**src/rtl/dmem_arbiter.sv**
```systemverilog
// Two-requester (core/loader) data-memory arbiter with round-robin tie-break.
// One fixed-latency memory transaction at a time: IDLE -> ISSUE -> [WAIT] -> DONE.
module dmem_arbiter #(
    parameter int unsigned BUS_WIDTH  = 16,
    parameter int unsigned ADDR_WIDTH = 16,
    parameter int unsigned MEM_LAT    = 2
) (
    input  logic                  clk,
    input  logic                  reset,
    input  logic                  c_req,
    input  logic                  c_we,
    input  logic [ADDR_WIDTH-1:0] c_addr,
    input  logic [BUS_WIDTH-1:0]  c_wdata,
    output logic                  c_gnt,
    output logic                  c_done,
    input  logic                  l_req,
    input  logic                  l_we,
    input  logic [ADDR_WIDTH-1:0] l_addr,
    input  logic [BUS_WIDTH-1:0]  l_wdata,
    output logic                  l_gnt,
    output logic                  l_done,
    output logic [BUS_WIDTH-1:0]  rdata,
    output logic                  busy,
    output logic                  m_en,
    output logic                  m_we,
    output logic [ADDR_WIDTH-1:0] m_addr,
    output logic [BUS_WIDTH-1:0]  m_wdata,
    input  logic [BUS_WIDTH-1:0]  m_rdata
);

    localparam logic [1:0] IDLE  = 2'd0;
    localparam logic [1:0] ISSUE = 2'd1;
    localparam logic [1:0] WAIT  = 2'd2;
    localparam logic [1:0] DONE  = 2'd3;

    localparam logic       LatOne  = (MEM_LAT == 1);
    localparam logic [2:0] CntInit = (MEM_LAT >= 2) ? 3'(MEM_LAT - 2) : 3'd0;

    logic [1:0]            state_q, state_d;
    logic [2:0]            cnt_q, cnt_d;
    // last_q doubles as the current winner once a transaction is under way (1 = loader).
    logic                  last_q, last_d;
    logic                  we_q, we_d;
    logic [ADDR_WIDTH-1:0] addr_q, addr_d;
    logic [BUS_WIDTH-1:0]  wdata_q, wdata_d;
    logic [BUS_WIDTH-1:0]  rdata_q, rdata_d;
    logic                  win_loader;

    // With both requesting, the requester that did not win last time goes next.
    assign win_loader = l_req & (~c_req | ~last_q);

    always_comb begin
        state_d = state_q;
        cnt_d   = cnt_q;
        last_d  = last_q;
        we_d    = we_q;
        addr_d  = addr_q;
        wdata_d = wdata_q;
        rdata_d = rdata_q;
        case (state_q)
            IDLE: begin
                if (c_req || l_req) begin
                    state_d = ISSUE;
                    last_d  = win_loader;
                    we_d    = win_loader ? l_we    : c_we;
                    addr_d  = win_loader ? l_addr  : c_addr;
                    wdata_d = win_loader ? l_wdata : c_wdata;
                end
            end
            ISSUE: begin
                if (LatOne) begin
                    state_d = DONE;
                    if (!we_q) rdata_d = m_rdata;
                end else begin
                    state_d = WAIT;
                    cnt_d   = CntInit;
                end
            end
            WAIT: begin
                if (cnt_q == 3'd0) begin
                    state_d = DONE;
                    if (!we_q) rdata_d = m_rdata;
                end else begin
                    cnt_d = cnt_q - 3'd1;
                end
            end
            DONE: state_d = IDLE;
            default: state_d = IDLE;
        endcase
    end

    always_ff @(posedge clk or negedge reset) begin
        if (!reset) begin
            state_q <= IDLE;
            cnt_q   <= 3'd0;
            last_q  <= 1'b1;
            we_q    <= 1'b0;
            addr_q  <= '0;
            wdata_q <= '0;
            rdata_q <= '0;
        end else begin
            state_q <= state_d;
            cnt_q   <= cnt_d;
            last_q  <= last_d;
            we_q    <= we_d;
            addr_q  <= addr_d;
            wdata_q <= wdata_d;
            rdata_q <= rdata_d;
        end
    end

    // Outputs decode from state and registers only; no request-to-output path.
    assign busy    = (state_q != IDLE);
    assign m_en    = (state_q == ISSUE);
    assign m_we    = m_en & we_q;
    assign m_addr  = addr_q;
    assign m_wdata = wdata_q;
    assign c_gnt   = m_en & ~last_q;
    assign l_gnt   = m_en & last_q;
    assign c_done  = (state_q == DONE) & ~last_q;
    assign l_done  = (state_q == DONE) & last_q;
    assign rdata   = rdata_q;

endmodule
```
**config.mk**
```make
export PLATFORM = sky130hd
export DESIGN_NAME = dmem_arbiter
export DESIGN_NICKNAME = d
export VERILOG_FILES = /design/src/rtl/dmem_arbiter.sv
export SDC_FILE = /design/constraint.sdc
export NUM_CORES = 1
export LEC_CHECK = 0
export ABC_CLOCK_PERIOD_IN_PS = 4400
export CAP_MARGIN = 30
export CORE_MARGIN = 2
export CORE_UTILIZATION = 42
export CTS_BUF_LIST = sky130_fd_sc_hd__clkbuf_16
export CTS_CLUSTER_DIAMETER = 150
export DETAILED_ROUTE_END_ITERATION = 8
export GPL_TIMING_DRIVEN = 1
export HOLD_SLACK_MARGIN = 0.12
export PLACE_DENSITY = 0.92
export SYNTH_ARGS = -nofsm -noshare
export SYNTH_HDL_FRONTEND = slang
export SYNTH_SLANG_ARGS = --single-unit
```
**constraint.sdc**
```tcl
create_clock -name clk -period 4.4 [get_ports clk]
set_input_delay 0.66 -clock clk [delete_from_list [all_inputs] [get_ports clk]]
set_output_delay 0.66 -clock clk [all_outputs]
set_load 0.01 [all_outputs]
```
==> flow_summary_export.csv <==
group,metric,value,unit
run_status,status,"complete, no violations",
synth,ys_types,29,
worst_setup_path,path_max_fanout,7,
worst_hold_path,min_path_type,"in2async",
floorplan,die_height,82.2,um
floorplan,core.rowCount,28,
route,avgViaCountPerCell,4.82,
pwr,p_sw_share,33.1,%
route,drtAntennaViolNets,0,
synth,syn-num-nets,353,
sta,fin_ws,1950,ps
cts,root_buffer,"clkbuf_16",
global_route,antenna_found_initial,0,
route,wl,6440,um
pwr,seq_power_share,34.5,%
cts,cts_sinks,55,
sta,slew_headroom,43.4,%
synth,syn-cell-area,2570,um2
synth,syn_avg_cell_area,9.87,um2
floorplan,core_area,5920,um2
synth,async_flop_share,100,%
cts,cts.repair.resized,0,
cts,cts.htree.levels,2,
sta,setup_viol,0,
sta,period_minus_slack,2450,ps
job,cap_violations,0,
synth,synth_area_leaders,"dfrtp_1 53%, nand2_1 9.8%, a31oi_1 8.3%, mux2_4 5.9%, nor2_1 5.0%",
cts,clockBufferDepth,2,
layout,nNetsFinal,486,
sta,rsz0062_at_grt,"false",
pwr,p_clk_share,14.1,%
sta,period_share,55.6,%
floorplan,die_area,6750,um2
sta,max_freq,0.409,GHz
sta,hold_viol_final,0,
synth,ys_warn_count,0,
synth,syn_inst,260,
route,drt_iter0_drc,95,
route,first_pass_iters,4,
cts,clk_pin_slew_worst_paths,70,ps
placed_design,pre_cts_ws,2090,ps
synth,ys_seq_area_share,53.7,%
route,vias,2262,
worst_setup_path,required,3740,ps
cts,postCtsSetupBuffers,0,
pwr,pwr-share-comb,51.4,%
pwr,leakage,1.75,nW
floorplan,start_util,43.3,%
worst_setup_path,cp.arrival,1790,ps
placed_design,portBuffers,140,
sta,fin_worst_skew,4.39,ps
cts,clk_latency,280,ps
worst_setup_path,end_kind,"primary output",
floorplan,ios,141,
pwr,power_switching,0.000864,W
cts,cts_tree,"yes",
route,remaining_drc_errors,0,
synth,synth_edf_count,0,
layout,diodes,0,
route,routedWlPerCell,13.7,um
layout,final_cells,469,
sta,final.setup.tns,0,ps
pwr,peakVddDrop,0.356,mV
worst_setup_path,cp-start-kind,"register",
worst_setup_path,crit_type,"reg2out",
global_route,grt_usage,19.0,%
global_route,grt_pass1_wl,9960,um
sta,tightest_slew,848,ps
synth,synth_top_cell_area_share,52.7,%
placed_design,place_congestion,0.748,
global_route,grt_overflow_total,0,
pwr,power,0.00261,W
global_route,grt_max_degree,56,
layout,drive_gt1_share,8.12,%
synth,synth-seq-cells,55,
synth,synthFlopType,"dfrtp_1",
synth,synth_area_leader_cell,"dfrtp_1",
layout,syn_to_final_growth,61.1,%
cts,hold_buffers,0,
layout,num-fill-cells,451,
floorplan,die_w,82.2,um
placed_design,dp_hpwl,4910,um
pwr,intPower,0.00175,W
pwr,power_density,631,nW/um2
cts,cts-buffers-inserted,5,
sta,report.final.slew_viol_count,0,
global_route,grt_pass1_vias,2266,
placed_design,dp.cells,461,
-- cell usage after synthesis, types with 2 or more instances --
master,instances
nand2_1,67
dfrtp_1,54
a31oi_1,34
nor2_1,34
mux2_4,10
buf_2,8
clkbuf_1,7
ha_1,7
inv_1,7
mux2_2,7
and2_1,3
nor2b_1,3
nand2b_1,2
o31ai_1,2
-- layout by cell type, fill, tap and decap left out, types with 3 or more instances in the layout --
master           netlist  layout
a31oi_1               34      34
and2_1                 3       3
clkbuf_16              0       5
clkdlybuf4s50_1        0     139
dfrtp_1               54      54
ha_1                   7       7
inv_1                  7       7
mux2_2                 7       7
mux2_4                10      10
nand2_1               67      67
nor2_1                34      34
nor2b_1                3       3
-- critical path: stages (launching register included) --
cell and delay, ps:
dfrtp_1 410, inv_1 110, ha_1 280, nor2b_1 160, clkdlybuf4s50_1 550
-- per-layer routing --
| metal | vias up | track usage, % | part of all wire [%] |
|---|---|---|---|
| met3 | 4 | 5.98 | 9.2 |
| met1 | 1026 | 21.3 | 40 |
| met5 | - | 0 | 0 |
| li1 | 1135 | - | - |
| met2 | 97 | 35.4 | 50 |
| met4 | 0 | 3.50 | 0.67 |
-- area by class of cell --
class                           count  area (um2)  share of cell area, %
Tap cell                           75        93.8                   2.27
Clock inverter                      3        15.0                  0.363
Multi-Input combinational cell    181        1070                   25.8
Inverter                            7        26.3                  0.635
Sequential cell                    55        1380                   33.3
Timing Repair Buffer              143        1430                   34.6
Clock buffer                        5         125                   3.03
-- power by group through the flow --
| stage | clock [W] | combinational (W) | sequential, W |
|---|---|---|---|
| 3_3_place_gp | 0 | 0.00131 | 0.000893 |
| 4_1_cts | 0.000384 | 0.00136 | 0.000905 |
| 5_1_grt | 0.000399 | 0.00146 | 0.000934 |
| 6_report | 0.000367 | 0.00134 | 0.000901 |
| 2_1_floorplan | 0 | 0.000576 | 0.000994 |
| 3_5_place_dp | 0 | 0.00136 | 0.000913 |
-- cells by family after synthesis --
kind of cell             share of synthesized area, %
multiplexers                                     8.92
XOR/XNOR                                        0.341
AO/OA/AOI/OAI                                    11.1
flip-flops                                       53.7
buffers and inverters                            4.83
adder cells (fa/ha/maj)                          3.41
AND/OR/NAND/NOR                                  17.7
-- path summary, 6_finish.rpt --
kind	from	endpoint	slack, ps	depth (start not counted)
setup / recovery	state_q[1]	c_gnt	1950	4
setup reg to reg	cnt_q[0]	rdata[12]	2250	6
hold / removal	reset	rdata[10]	500	2
hold reg to reg	rdata[7]	rdata[7]	510	1
max in group asynchronous	reset	m_addr[15]	3440	2
min in group clk	rdata[7]	rdata[7]	510	1
-- flip-flops by register name, indices dropped and copies added (netlist names) --
name and count:
we_q 1, rdata 16, cnt_q 3, m_wdata 16, state_q 2, last_q 1
m_addr 16
-- metrics by stage --
| stage | utilization (%) | hold WS, ps | area (um2) |
|---|---|---|---|
| after floorplan | - | 364 | 2570 |
| after global placement | 67.1 | 485 | 3980 |
| after detailed placement | 67.5 | 493 | 4000 |
| after CTS | 69.8 | 509 | 4140 |
| after global routing | 69.8 | 521 | 4140 |
| final | 69.8 | 503 | 4140 |
(Power assumes the default switching activity.)
